===== src/rtl/sb_config_loader.sv =====
// sb_config_loader: serial loader for a 3x3 switch-block select bus.
// Nine 12-bit beats are collected into a shadow register. The live select
// bus is then forced all-open for BREAK_CYCLES cycles (break-before-make)
// before the shadow is committed in one cycle.
module sb_config_loader #(
    parameter int unsigned BREAK_CYCLES = 2
) (
    input  logic         clk,
    input  logic         rst,
    input  logic         start,
    input  logic         abort,
    input  logic [11:0]  cfg_data,
    input  logic         cfg_valid,
    output logic         cfg_ready,
    output logic [107:0] select,
    output logic         busy,
    output logic         done,
    output logic         aborted
);

    localparam logic [3:0] LAST_BEAT  = 4'd8;
    localparam logic [3:0] BREAK_LAST = 4'(BREAK_CYCLES - 1);

    typedef enum logic [1:0] {
        ST_IDLE  = 2'd0,
        ST_LOAD  = 2'd1,
        ST_BREAK = 2'd2,
        ST_MAKE  = 2'd3
    } state_t;

    state_t         state_r;
    state_t         state_s;
    logic [3:0]     cnt_r;        // beat index in LOAD, break cycle index in BREAK
    logic [3:0]     cnt_s;
    logic           beat_we_s;
    logic           abort_s;
    logic [6:0]     beat_lo_s;
    logic [107:0]   shadow_r;
    logic [107:0]   select_r;
    logic           busy_r;
    logic           done_r;
    logic           aborted_r;

    // Next-state logic; abort outranks a same-cycle transfer in LOAD.
    always_comb begin
        state_s   = state_r;
        cnt_s     = cnt_r;
        beat_we_s = 1'b0;
        abort_s   = 1'b0;
        case (state_r)
            ST_IDLE: begin
                if (start) begin
                    state_s = ST_LOAD;
                    cnt_s   = 4'd0;
                end else begin
                    state_s = ST_IDLE;
                end
            end
            ST_LOAD: begin
                if (abort) begin
                    state_s = ST_IDLE;
                    cnt_s   = 4'd0;
                    abort_s = 1'b1;
                end else if (cfg_valid) begin
                    beat_we_s = 1'b1;
                    if (cnt_r == LAST_BEAT) begin
                        state_s = ST_BREAK;
                        cnt_s   = 4'd0;
                    end else begin
                        cnt_s = cnt_r + 4'd1;
                    end
                end else begin
                    state_s = ST_LOAD;
                end
            end
            ST_BREAK: begin
                if (cnt_r == BREAK_LAST) begin
                    state_s = ST_MAKE;
                    cnt_s   = 4'd0;
                end else begin
                    cnt_s = cnt_r + 4'd1;
                end
            end
            ST_MAKE: begin
                state_s = ST_IDLE;
                cnt_s   = 4'd0;
            end
            default: begin
                state_s = ST_IDLE;
                cnt_s   = 4'd0;
            end
        endcase
    end

    // Low bit of the shadow field addressed by the current beat (row-major).
    always_comb begin
        beat_lo_s = {3'd0, cnt_r} * 7'd12;
    end

    // State and shared beat/break counter.
    always_ff @(posedge clk or posedge rst) begin
        if (rst) begin
            state_r <= ST_IDLE;
            cnt_r   <= 4'd0;
        end else begin
            state_r <= state_s;
            cnt_r   <= cnt_s;
        end
    end

    // Shadow capture of accepted beats; cleared by reset so a partial load is lost.
    always_ff @(posedge clk or posedge rst) begin
        if (rst) begin
            shadow_r <= 108'd0;
        end else if (beat_we_s) begin
            shadow_r[beat_lo_s +: 12] <= cfg_data;
        end else begin
            shadow_r <= shadow_r;
        end
    end

    // Registered outputs, each reflecting the state being entered.
    always_ff @(posedge clk or posedge rst) begin
        if (rst) begin
            select_r  <= 108'd0;
            busy_r    <= 1'b0;
            done_r    <= 1'b0;
            aborted_r <= 1'b0;
        end else begin
            busy_r    <= (state_s != ST_IDLE);
            done_r    <= (state_s == ST_MAKE);
            aborted_r <= abort_s;
            if (state_s == ST_BREAK) begin
                select_r <= 108'd0;
            end else if (state_s == ST_MAKE) begin
                select_r <= shadow_r;
            end else begin
                select_r <= select_r;
            end
        end
    end

    assign cfg_ready = (state_r == ST_LOAD);
    assign select    = select_r;
    assign busy      = busy_r;
    assign done      = done_r;
    assign aborted   = aborted_r;

endmodule


===== config.mk =====
export PLATFORM = sky130hd
export DESIGN_NAME = sb_config_loader
export DESIGN_NICKNAME = d
export VERILOG_FILES = /design/src/rtl/sb_config_loader.sv
export SDC_FILE = /design/constraint.sdc
export NUM_CORES = 1
export LEC_CHECK = 0
export ABC_AREA = 1
export CAP_MARGIN = 30
export CORE_UTILIZATION = 60
export DETAILED_ROUTE_END_ITERATION = 8
export DONT_BUFFER_PORTS = 1
export PLACE_DENSITY_LB_ADDON = 0.12
export SETUP_SLACK_MARGIN = 0.1
export SYNTH_ARGS = -nofsm -noshare
export SYNTH_HDL_FRONTEND = slang
export SYNTH_SLANG_ARGS = --single-unit

===== constraint.sdc =====
create_clock -name clk -period 13.1 [get_ports clk]
set_clock_uncertainty 0.05 [all_clocks]
set_input_delay 2.62 -clock clk [delete_from_list [all_inputs] [get_ports clk]]
set_output_delay 2.62 -clock clk [all_outputs]
set_load 0.02 [all_outputs]

==> run summary <==
Residual DRC count: 0
Root Buffer Master: clkbuf_16
Initial DRT Pass Iterations: 8
Min Tclk post-route: 4790 ps
Drt total wl: 24.8 mm
Routed Antenna Nets: 0
Avg Synthesized Cell Area: 8.13 um^2
IO Port Bufs: 0
Clock-pin slew on the worst setup and hold paths: 60 ps
Design area: 0.0110 mm^2
Die width: 131 um
Layout Nets: 1259
Cell count after placement: 1417
Final Cycle Share: 36.5%
Sequential share of power: 40.9%
Crit end category: flop
Cell internal pwr: 1260 uW
Worst Setup EP: select[63]
Initial antenna violation count: 0
Post-synth cell types: 33
Commonest cells post-synth: nand2_1 (622), dfrtp_1 (225), o21ai_0 (72), inv_1 (64), nand3_1 (53)
Worst-margin pin slew: 806 ps
Type of origin of the critical path: input pin
Post-placement cell area: 0.0102 mm^2
Vias in the first global route: 7735
Post-CTS Setup Bufs: 0
Overall Global Routing Usage: 29.3%
Worst IR drop on VDD: 0.137 mV
TritonCTS clock tree: done
Post-DP HPWL: 17.2 mm
Hold Buf Count CTS: 0
Final hold violation count: 0
Critical path startpoint: abort
Reg2Reg Depth: 13
Top-level I/O count: 129
Total grt overflow: 0
Latest clock arrival within the worst-skew pair: 510 ps
Seq/Total Area, Yosys: 56.1%
Slew HR: 45.7%
Num CTS Buffers: 23
Hold WC Path Type: flop to flop
Max-Cap Viols: 0
Ys Warns: 0
Max-slew violations: 0
Final setup violation count: 0
R2r startpoint: cnt_r[0]
Sw Pwr: 741 uW
CTS max path bufs: 3
Pleak: 0.00597 uW
Multi-input combinational cell area: 0.00393 mm^2
Synth Net Count: 1265
Area growth syn-to-layout: 9.18%
Sw Ratio: 37.0%
Hold Slack: 417 ps
Worst Path Max Fanout: 53
Synth area leaders: dfrtp_1 (56%), nand2_1 (23%), o21ai_0 (3.6%), nand3_1 (2.6%), inv_1 (2.4%)
Wirelength per Cell: 17.0 um
Vias: 8006
Layout Cells excl Fill: 1461
Number of flops mapped to enable cells by yosys: 0
Antenna cells: 0
FILL cells: 1361
Top_reg_cell synth: dfrtp_1
Placer Congestion: 0.926
Via-per-instance ratio: 5.48
RSZ-0062 raised after global routing: false
Netlist Area Pre-Place: 0.0100 mm^2
CTS sink cnt: 225
Height of the die: 131 um
Initial Utilization: 62.2%
DRT iter0 DRCs: 724
Setup TNS: 0 ps
First-pass GRT wire length: 40.2 mm
Critical Path AT: 5180 ps
Achievable frequency: 209 MHz
Status: finished, final reports clean
Crit path kind: input pin to flop
Layout cells sized above 1: 7.63%
H-tree levels: 1
Synth top area share: 56.1%
Combinational power share: 27.3%
Count leader, synth: nand2_1
Critical R2R Capture: shadow_r[105]
Synth area leader: dfrtp_1
#FFs+latches synth: 225
Clock share of power: 31.8%
Row count: 46
Die area: 0.0172 mm^2
Largest net degree at the start of global routing: 147
Reg2reg setup slack: 8850 ps
Register area: 0.00563 mm^2
Resize count post-CTS: 0
Cell count after synthesis: 1234
Cell Pwr Density: 183 mW/mm^2
Critical Path RT: 13490 ps
Ys async rst share: 100%
Core Box Area: 0.0161 mm^2
layer usage:
metal / up-vias / global-route usage, % / routed length, um
met1: 3801 / 41.0 / 10800
li1: 3845 / - / -
met4: 0 / 8.79 / 634
met3: 49 / 5.94 / 2040
met5: - / 0 / 0
met2: 311 / 46.5 / 11300
critical path, stage by stage:
cell and delay (ps):
inv_1 50, nand2_1 100, nor2_4 230, o21ai_1 130, a21oi_2 210, nand2_1 310, inv_2 680, buf_4 570
nand2_1 150, nand2_1 90
cells by family (layout without fill, tap and decap cells):
family	count (synthesis)	after routing	synth area share, %
simple gates	754	754	30.5
flops	225	225	56.1
compound gates	124	124	6.55
buf+inv	116	127	4.70
fa+ha+maj	14	14	1.82
xor+xnor	1	1	0.274
layout make-up:
cell class,instances,share of cell area (%)
inverters,80,2.81
clock buffers,29,5.64
clock inverters,13,1.09
well taps,216,2.47
multi-input cells,893,35.9
flip-flops and latches,225,51.4
repair buffers,5,0.708
power groups by stage:
stage	registers (uW)	clock network (uW)	logic, uW
2_1_floorplan	811	0	416
3_3_place_gp	829	0	526
3_5_place_dp	832	0	529
4_1_cts	819	647	532
5_1_grt	826	670	602
6_report	820	636	547
flip-flops by register name, summed over array words and instances, names as in the netlist:
signal,flops
aborted,1
busy,1
cnt_r,4
done,1
select,108
shadow_r,108
state_r,2
worst min path at each step:
stage | start | end | slack (ps) | depth (start not counted)
3_3_place_gp | shadow_r[63] | select[63] | 400 | 2
2_1_floorplan | shadow_r[100] | select[100] | 390 | 2
6_report | shadow_r[95] | select[95] | 420 | 2
5_1_grt | shadow_r[48] | shadow_r[48] | 440 | 2
3_5_place_dp | shadow_r[65] | select[65] | 400 | 2
4_1_cts | shadow_r[103] | select[103] | 420 | 2
placed cells by master, fill, tap and decap left out, drive strengths merged:
cell type / n
nand2: 634
dfrtp: 225
o21ai: 86
inv: 81
nor2: 57
nand3: 56
clkbuf: 29
a21oi: 26
ha: 13
clkinv: 10
nand4: 5
buf: 5
o22ai: 4
a21boi: 3
o21a: 3
bufinv: 2
o2111ai: 1
or2: 1
nor3: 1
xor2: 1
a31oi: 1
fa: 1
stage by stage:
stage / setup WS [ps] / power, uW / utilization, %
after floorplan: 4270 / 1230 / -
after global placement: 8010 / 1360 / 63.0
after detailed placement: 7870 / 1360 / 63.0
after CTS: 8330 / 2000 / 67.6
after global routing: 8100 / 2100 / 68.0
final: 8310 / 2000 / 68.0
(Power assumes the default switching activity.)
